--- src/rtl/mux4_arbiter_pkg.sv ---
// Shared definitions for the 4-way round-robin channel arbiter.
package mux4_arbiter_pkg;

    localparam int NUM_REQ = 4;
    localparam int SEL_W   = 2;

    typedef enum logic {
        ST_IDLE  = 1'b0,
        ST_GRANT = 1'b1
    } arb_state_t;

    function automatic logic [NUM_REQ-1:0] idx2onehot(input logic [SEL_W-1:0] i);
        logic [NUM_REQ-1:0] oh;
        oh    = '0;
        oh[i] = 1'b1;
        return oh;
    endfunction

endpackage

--- src/rtl/mux4_arbiter_rr_pick4.sv ---
// Purpose: pick the first eligible requester at or after ptr, wrapping 3->0.
// Latency: purely combinational.
// Backpressure: none; mask removes requesters that may not win this pick.
module rr_pick4
    import mux4_arbiter_pkg::*;
(
    input  logic [NUM_REQ-1:0] req,
    input  logic [SEL_W-1:0]   ptr,
    input  logic [NUM_REQ-1:0] mask,
    output logic               found,
    output logic [SEL_W-1:0]   idx
);

    logic [NUM_REQ-1:0] elig;

    assign elig  = req & mask;
    assign found = |elig;

    // Scan farthest offset first so the closest eligible index to ptr wins last.
    always_comb begin
        idx = '0;
        for (int k = NUM_REQ - 1; k >= 0; k--) begin
            if (elig[ptr + SEL_W'(k)]) begin
                idx = ptr + SEL_W'(k);
            end
        end
    end

endmodule

--- src/rtl/mux4_arbiter.sv ---
// Purpose: round-robin owner of a shared 4:1 mux channel with a hold limit; drives sel and one-hot gnt.
// Latency: req sampled at an edge shows up on gnt/sel right after that edge (one register stage).
// Backpressure: a waiting requester forces the owner off after HOLD_MAX cycles; a lone owner holds forever.
module mux4_arbiter
    import mux4_arbiter_pkg::*;
#(
    parameter int HOLD_MAX = 8,
    parameter int CNT_W    = 4
) (
    input  logic               clk,
    input  logic               rst,
    input  logic [NUM_REQ-1:0] req,
    output logic [NUM_REQ-1:0] gnt,
    output logic [SEL_W-1:0]   sel,
    output logic               busy
);

    arb_state_t         state;
    logic [SEL_W-1:0]   ptr;
    logic [CNT_W-1:0]   cnt;

    logic [NUM_REQ-1:0] mask;
    logic               found;
    logic [SEL_W-1:0]   idx;
    logic               others;
    logic               at_limit;
    logic               release_grant;

    // While granted, sel is the owner index, so req[sel] is the owner's request.
    assign others        = |(req & ~gnt);
    assign at_limit      = (cnt == CNT_W'(HOLD_MAX - 1));
    assign release_grant = !req[sel] || (at_limit && others);
    assign mask          = (state == ST_GRANT) ? ~gnt : '1;
    assign busy          = |gnt;

    rr_pick4 u_pick (
        .req   (req),
        .ptr   (ptr),
        .mask  (mask),
        .found (found),
        .idx   (idx)
    );

    always_ff @(posedge clk) begin
        if (rst) begin
            state <= ST_IDLE;
            gnt   <= '0;
            sel   <= '0;
            cnt   <= '0;
            ptr   <= '0;
        end else begin
            case (state)
                ST_IDLE: begin
                    if (found) begin
                        state <= ST_GRANT;
                        gnt   <= idx2onehot(idx);
                        sel   <= idx;
                        cnt   <= '0;
                        ptr   <= idx + SEL_W'(1);
                    end
                end
                ST_GRANT: begin
                    if (release_grant) begin
                        cnt <= '0;
                        if (found) begin
                            gnt <= idx2onehot(idx);
                            sel <= idx;
                            ptr <= idx + SEL_W'(1);
                        end else begin
                            state <= ST_IDLE;
                            gnt   <= '0;
                        end
                    end else if (!at_limit) begin
                        cnt <= cnt + CNT_W'(1);
                    end
                end
                default: begin
                    state <= ST_IDLE;
                    gnt   <= '0;
                end
            endcase
        end
    end

endmodule

--- config.mk ---
export PLATFORM = sky130hd
export DESIGN_NAME = mux4_arbiter
export DESIGN_NICKNAME = d
export VERILOG_FILES = /design/src/rtl/mux4_arbiter_pkg.sv /design/src/rtl/mux4_arbiter_rr_pick4.sv /design/src/rtl/mux4_arbiter.sv
export SDC_FILE = /design/constraint.sdc
export NUM_CORES = 1
export LEC_CHECK = 0
export CAP_MARGIN = 20
export CORE_UTILIZATION = 47
export DETAILED_ROUTE_END_ITERATION = 7
export PLACE_DENSITY = 0.75
export SYNTH_ARGS = -nofsm -noshare
export SYNTH_HDL_FRONTEND = slang
export SYNTH_SLANG_ARGS = --single-unit
--- constraint.sdc ---
create_clock -name clk -period 1.95 [get_ports clk]
set_clock_uncertainty 0.15 [all_clocks]
set_input_delay 0.4875 -clock clk [delete_from_list [all_inputs] [get_ports clk]]
set_output_delay 0.4875 -clock clk [all_outputs]
set_load 0.02 [all_outputs]
==> results of run 1 <==
[power groups by stage]
stage | registers, uW | clock network [uW] | logic [uW]
6_report | 427 | 176 | 839
3_5_place_dp | 398 | 0 | 634
2_1_floorplan | 424 | 0 | 305
3_3_place_gp | 393 | 0 | 619
5_1_grt | 434 | 195 | 892
4_1_cts | 407 | 171 | 722
[worst max-delay path, stage by stage (launching register included)]
cell,delay [ps]
dfxtp_2,370
or4_1,480
buf_2,170
[cell families (layout without fill, tap and decap cells)]
logic type                 after synthesis  in the layout  synth area share
AOI/OAI and AO/OA                       32             32             0.304
adders and majority gates                5              5            0.0694
DFF                                     13             13             0.289
muxes                                    4              4            0.0444
and+or+nand+nor                         38             38             0.240
buffers and inverters                   12             57            0.0528
[synth_stat cells, types with 2 or more instances]
cell / number / area, um2
a21boi_0: 4 / 30.0
a21oi_1: 5 / 25.0
a22oi_1: 2 / 15.0
a31oi_1: 3 / 18.8
buf_2: 2 / 10.0
dfxtp_1: 13 / 260
ha_1: 5 / 62.6
inv_1: 8 / 30.0
mux2i_1: 4 / 40.0
nand2_1: 3 / 11.3
nand2b_1: 8 / 50.1
nand3_1: 9 / 45.0
nor2_1: 3 / 11.3
nor2b_1: 6 / 37.5
o211ai_1: 2 / 15.0
o32ai_1: 5 / 43.8
or4_1: 2 / 15.0
[final timing paths]
check,from,to,slack [ps],cells after the start
setup reg to reg,state$_SDFF_PP0_,gnt[0]$_SDFFE_PP0P_,20,8
hold / removal,cnt[1]$_SDFFE_PP0P_,cnt[1]$_SDFFE_PP0P_,350,2
setup / recovery,gnt[1]$_SDFFE_PP0P_,busy,20,2
hold reg to reg,cnt[1]$_SDFFE_PP0P_,cnt[1]$_SDFFE_PP0P_,350,2
[metal layers]
layer,track usage,share of wire
met5,0,0
met4,0.124,0.030
met3,0.0476,0.077
met2,0.523,0.48
met1,0.369,0.41
[what timing repair did]
action / CTS / global route
setup endpoints to repair: 17 / 7
resized for setup: 31 / 27
setup buffers: 5 / 0
pin swaps: 2 / 8
[flip-flops by register name, summed over array words and instances, names as in the netlist]
| name | cells |
|---|---|
| cnt | 4 |
| state | 1 |
| sel | 2 |
| gnt | 4 |
| ptr | 2 |
[metrics by stage]
stage	cell area, um2	worst slack, ps	instances	util
floorplan	908	12.0	104	-
global placement	1250	-567	165	0.710
detailed placement	1250	-639	165	0.710
CTS	1380	3.21	174	0.784
global route	1470	-51.3	174	0.834
finish	1470	16.4	174	0.834
[layout make-up]
cell class,count,area share
timing repair buffer,45,0.252
clock buffer,4,0.0179
inverter,8,0.0204
multi-input combinational,79,0.505
tap,25,0.0213
sequential,13,0.184
==> flow_summary.json, run 1 <==
{
  "ant_nets": 0,
  "register_area_um2": 270,
  "p_comb_frac": 0.582,
  "drc_errors": 0,
  "max_slew_margin": 0.710,
  "grt_max_degree": 16,
  "fillers": 114,
  "core_um2": 1760,
  "path_max_fanout": 4,
  "die_y_um": 45.8,
  "global_route.overflow_total": 0,
  "synth-edff-count": 0,
  "hold-worst-slack_ps": 354,
  "dr.pass1.iters": 4,
  "setup_tns_ps": 0,
  "synth_nets": 115,
  "grt_antenna_before_repair": 0,
  "p_int_uw": 826,
  "cts-buffers-inserted": 3,
  "seq_power_share": 0.296,
  "cellPowerDensity_nw_per_um2": 980,
  "drive_above_1_share": 0.456,
  "power.total_uw": 1440,
  "nNetsFinal": 161,
  "synth_cells": 104,
  "setup_viol": 0,
  "clk_latency_ps": 280,
  "cts_tree": "yes",
  "viasPerCell": 6.28,
  "antennaDiodeCount": 0,
  "ys_ff_latch": 13,
  "cts_hold_buffers": 0,
  "cts_root_buf": "clkbuf_4",
  "yosysUniqueCellTypes": 37,
  "status": "finished clean",
  "dr.first_iter.drc_count": 70,
  "rows": 15,
  "critical_path_arrival_ps": 1300,
  "layout.cells.most_common": "buf_4",
  "fin_crit_ps": 1930,
  "yosys_warnings": 0,
  "drt_wl_total_mm": 3.17,
  "multiInputGateArea_um2": 743,
  "place_congestion": 0.799,
  "hpwl_mm": 1.88,
  "ios": 13,
  "cts.path.max_buffers": 2,
  "drv_slew": 0,
  "clkPwrFrac": 0.122,
  "crit_type": "reg -> out",
  "seq_area_frac_synth": 0.289,
  "cp_data_required_time_ps": 1310,
  "die_w_um": 45.8,
  "clkSinkCount": 13,
  "dieArea_um2": 2100,
  "rsz0062_at_grt": "yes",
  "clk_pin_slew_ps": 90,
  "maxCapViolations": 0,
  "timing_worst_slew_pin_value_ps": 434,
  "switching_share": 0.427,
  "grt_pass1_vias": 992,
  "final_cell_mix": "26 x buf_4, 9 x nand3_1, 8 x nand2b_1",
  "vias": 1093,
  "grt.total_usage": 0.302,
  "hold_class": "reg -> reg",
  "io_buffers": 12,
  "timing.final.crit_share": 0.992,
  "endpoint_kind": "primary output",
  "finalHoldViolCount": 0,
  "routedWlPerCell_um": 18.2,
  "htree_levels": 1,
  "max_freq_mhz": 517,
  "area_growth_pct": 63.3,
  "p_sw_uw": 616,
  "ys.flop_type": "dfxtp_1",
  "leakage_uw": 0.000608,
  "synthArstFlopShare": 0,
  "startpoint_type": "register",
  "synth_area_per_cell_um2": 8.66,
  "start_util": 0.511,
  "grt_pass1_wl_mm": 4.46,
  "syn-cell-area_um2": 901,
  "ir_drop_mv": 0.859
}
No activity file was read; power rests on OpenSTA's default activity.
==> run 2: changes to the inputs <==
- HOLD_SLACK_MARGIN: not set -> 0.03
- PLACE_DENSITY: 0.75 -> 0.81
==> flow_summary.json, run 2 (same netlist as run 1, synthesis figures left out) <==
{
  "status": "finished, violations left",
  "violations": "setup timing",
  "rsz0062_at_grt": "yes",
  "maxCapViolations": 0,
  "hpwl_mm": 1.97,
  "ir_drop_mv": 0.875,
  "fin_crit_ps": 1960,
  "critical_path_arrival_ps": 2020,
  "hold-worst-slack_ps": 368,
  "finalHoldViolCount": 0,
  "htree_levels": 1,
  "cts.path.max_buffers": 2,
  "startpoint_type": "input port",
  "grt_pass1_wl_mm": 4.83,
  "drv_slew": 0,
  "cp_data_required_time_ps": 2020,
  "max_slew_margin": 0.715,
  "clk_pin_slew_ps": 90,
  "rows": 15,
  "clk_latency_ps": 280,
  "start_util": 0.511,
  "viasPerCell": 6.43,
  "grt_pass1_vias": 1075,
  "place_ws_ps": -702,
  "io_buffers": 12,
  "cts-buffers-inserted": 3,
  "cts_tree": "yes",
  "cellPowerDensity_nw_per_um2": 995,
  "placed_cell_area_um2": 1270,
  "reg_top3": "cnt x4, gnt x4",
  "crit_type": "in -> reg",
  "ios": 13,
  "grt.total_usage": 0.335,
  "drt_wl_total_mm": 3.57,
  "fin_ws_ps": -9.02,
  "antennaDiodeCount": 0,
  "register_area_um2": 270,
  "vias": 1132,
  "drive_above_1_share": 0.477,
  "nNetsFinal": 163,
  "setup_tns_ps": -9.02,
  "core_um2": 1760,
  "dr.first_iter.drc_count": 76,
  "dieArea_um2": 2100,
  "final_util": 0.847,
  "fillers": 104,
  "final_cell_mix": "31 x buf_4, 9 x nand3_1, 7 x nand2b_1, 7 x dfxtp_1",
  "multiInputGateArea_um2": 741,
  "clkSinkCount": 13,
  "grt_antenna_before_repair": 0,
  "drc_errors": 0,
  "cts_hold_buffers": 0,
  "place_congestion": 0.817,
  "fin_area_um2": 1490,
  "timing_worst_slew_pin_value_ps": 426,
  "area_growth_pct": 65.8,
  "setup_viol": 1,
  "die_y_um": 45.8,
  "timing.final.crit_share": 1.00,
  "ant_nets": 0,
  "dr.pass1.iters": 4,
  "cts_root_buf": "clkbuf_4",
  "leakage_uw": 0.000640,
  "die_w_um": 45.8,
  "routedWlPerCell_um": 20.3,
  "grt_max_degree": 16,
  "path_max_fanout": 4,
  "layout.cells.most_common": "buf_4",
  "max_freq_mhz": 510,
  "endpoint_kind": "register",
  "hold_class": "reg -> reg",
  "global_route.overflow_total": 0
}
## run 2: cell count changes in the layout (fill, tap and decap cells not counted), sizes merged
cell and delta:
dlymetal6s2s +1, clkdlybuf4s50 -1, buf +2, dlygate4sd2 -1
clkdlybuf4s15 +1
## run 2: area by class of cell
cell class	count	share of cell area
timing repair buffer	47	0.263
sequential	13	0.181
multi-input combinational	79	0.496
tap	25	0.0209
clock buffer	4	0.0176
inverter	8	0.0218
## run 2: worst paths after layout
path / start / to / slack, ps / cells past startpoint
worst max-delay path: req[0] / ptr[1]$_SDFFE_PP0P_ / -9 / 10
worst min-delay path: cnt[0]$_SDFFE_PP0P_ / cnt[0]$_SDFFE_PP0P_ / 370 / 1
worst max register to register: state$_SDFF_PP0_ / ptr[1]$_SDFFE_PP0P_ / 0 / 8
worst min register to register: cnt[0]$_SDFFE_PP0P_ / cnt[0]$_SDFFE_PP0P_ / 370 / 1
## run 2: metal layers
layer  vias to the layer above  part of all wire  global-route usage
met5                         -                 0                   0
met4                         0             0.046               0.212
met3                        26             0.072              0.0556
met2                        75              0.50               0.594
met1                       542              0.38               0.365
li1                        489                 -                   -
## run 2: metrics by stage
stage | power (uW) | std cells
after floorplan | 729 | 104
after global placement | 1020 | 167
after detailed placement | 1050 | 167
after CTS | 1320 | 174
after global routing | 1560 | 176
final | 1490 | 176
## run 2: power by group
group / switching [uW] / internal (uW) / total [uW]
registers: 102 / 328 / 430
logic: 426 / 453 / 879
clock network: 98.1 / 79.5 / 178
total: 626 / 860 / 1490
## run 2: critical path, stage by stage
cell and delay [ps]:
clkdlybuf4s15_1 220, a21boi_4 270, buf_6 150, a21boi_2 60, o221ai_2 180, buf_4 170, inv_4 40, ha_4 260
nand2b_4 40, mux2i_1 140
## run 2: what timing repair did
action / CTS / global route
pin swaps: 3 / 9
buffers inserted: 3 / 2
gates resized for setup: 33 / 26
endpoints found under the setup margin: 17 / 11
==> run 3: changes to the inputs <==
- SYNTH_HIERARCHICAL: not set -> 1
==> flow_summary.json, run 3 <==
{
  "max_slew_margin": 0.734,
  "grt_pass1_wl_mm": 3.56,
  "fillers": 146,
  "grt.total_usage": 0.243,
  "multiInputGateArea_um2": 666,
  "drt_wl_total_mm": 2.40,
  "status": "finished clean",
  "nNetsFinal": 147,
  "antennaDiodeCount": 0,
  "path_buf_inv": 1,
  "layout.cells.most_common": "buf_4",
  "die_w_um": 45.8,
  "htree_levels": 1,
  "routedWlPerCell_um": 15.0,
  "synthArstFlopShare": 0,
  "rsz0062_at_grt": "yes",
  "fin_cells": 160,
  "ir_drop_mv": 0.784,
  "dr.pass1.iters": 4,
  "maxCapViolations": 0,
  "setup_viol": 0,
  "yosysMostFrequentCell": "nand2b_1",
  "grt_antenna_before_repair": 0,
  "startpoint_type": "register",
  "die_y_um": 45.8,
  "ys.flop_type": "dfxtp_1",
  "reg_top3": "cnt x4, gnt x4",
  "dp_cells": 155,
  "viasPerCell": 5.65,
  "finalHoldViolCount": 0,
  "cellPowerDensity_nw_per_um2": 934,
  "path_max_fanout": 2,
  "yosys_warnings": 6,
  "dieArea_um2": 2090,
  "place_congestion": 0.848,
  "synthTopCellsByArea": "dfxtp_1 29%, nand2b_1 9.7%, mux2i_1 7.8%, ha_1 7.0%, nor2b_1 6.3%",
  "synth-edff-count": 0,
  "global_route.overflow_total": 0,
  "ys_ff_latch": 13,
  "syn-cell-area_um2": 900,
  "fin_crit_ps": 1940,
  "yosysTopAreaCell": "dfxtp_1",
  "grt_max_degree": 26,
  "start_util": 0.510,
  "cts_tree": "yes",
  "hpwl_mm": 1.68,
  "critPathSlowestCell": "or4_4",
  "io_buffers": 12,
  "cts_root_buf": "clkbuf_4",
  "drc_errors": 0,
  "yosysUniqueCellTypes": 31,
  "worstPathCellList": "or4_4 -> buf_6",
  "timing_worst_slew_pin_value_ps": 398,
  "synth_area_per_cell_um2": 8.73,
  "cts.path.max_buffers": 2,
  "drv_slew": 0,
  "drive_above_1_share": 0.311,
  "cpLargestDelayFamily": "simple AND/OR/NAND/NOR gates",
  "ios": 13,
  "critical_path_arrival_ps": 1300,
  "grt_pass1_vias": 820,
  "synth_cells": 103,
  "synthTopCellsByCount": "14 x nand2b_1, 13 x dfxtp_1, 11 x nand2_1",
  "timing.final.crit_share": 0.995,
  "endpoint_kind": "primary output",
  "crit_type": "reg -> out",
  "hold_class": "reg -> reg",
  "register_area_um2": 265,
  "core_um2": 1760,
  "clk_latency_ps": 290,
  "final_cell_mix": "17 x buf_4, 14 x nand2b_1, 9 x dfxtp_1",
  "ant_nets": 0,
  "cts-buffers-inserted": 3,
  "vias": 904,
  "max_freq_mhz": 515,
  "dr.first_iter.drc_count": 25,
  "rows": 15,
  "seq_area_frac_synth": 0.289,
  "power.total_uw": 1180,
  "synth_nets": 114,
  "synth_top_area_frac": 0.289,
  "hold-worst-slack_ps": 363,
  "cp_data_required_time_ps": 1310,
  "leakage_uw": 0.000566,
  "clkSinkCount": 13,
  "max_stage_delay_ps": 540,
  "clk_pin_slew_ps": 90,
  "area_growth_pct": 40.5
}
## run 3: what timing repair did
action                                  CTS  global route
buffers inserted                          1             0
endpoints found under the setup margin   17            12
pin swaps                                 3             4
gates cloned                              0             0
hold buffers                              0             0
resized for setup                        16            14
## run 3: logic make-up after synthesis
family | share of synthesized area
AOI/OAI and AO/OA | 0.189
adders and majority gates | 0.0695
buffers and inverters | 0.0209
DFF | 0.289
muxes | 0.0946
and+or+nand+nor | 0.337
## run 3: stage by stage
step | area (um2) | worst slack (ps) | setup TNS (ps) | util
5_1_grt | 1260 | -44.1 | -184 | 0.716
4_1_cts | 1220 | 2.56 | 0 | 0.693
3_5_place_dp | 1190 | -491 | -4900 | 0.675
3_3_place_gp | 1190 | -425 | -4230 | 0.675
2_1_floorplan | 907 | 7.53 | 0 | -
6_report | 1260 | 8.84 | 0 | 0.716
## run 3: power breakdown
part / internal (uW) / switching [uW] / total, uW
Sequential: 320 / 63.2 / 383
Combinational: 315 / 306 / 621
Clock: 79.5 / 97.4 / 177
## run 3: layer usage
layer / routed length (um) / track usage / share of wire
met1: 1090 / 0.308 / 0.46
met2: 1140 / 0.397 / 0.47
met3: 105 / 0.0556 / 0.044
met4: 66 / 0.0941 / 0.028
met5: 0 / 0 / 0
## run 3: final timing paths
kind | from | end | slack, ps | cells past startpoint
hold / removal | cnt[1]$_SDFFE_PP0P_ | cnt[1]$_SDFFE_PP0P_ | 360 | 2
hold reg to reg | cnt[1]$_SDFFE_PP0P_ | cnt[1]$_SDFFE_PP0P_ | 360 | 2
setup / recovery | gnt[0]$_SDFFE_PP0P_ | busy | 9 | 2
setup reg to reg | gnt[0]$_SDFFE_PP0P_ | gnt[0]$_SDFFE_PP0P_ | 70 | 9
## run 3: final cells by class
class	instances	area share
Clock buffer	4	0.0208
Inverter	3	0.00891
Multi-Input combinational cell	85	0.527
Sequential cell	13	0.210
Tap cell	25	0.0248
Timing Repair Buffer	30	0.209
## run 3: tightest hold or removal path, stage by stage (launching register included)
cell and delay [ps]:
dfxtp_1 330, nand2b_1 80, mux2i_1 60
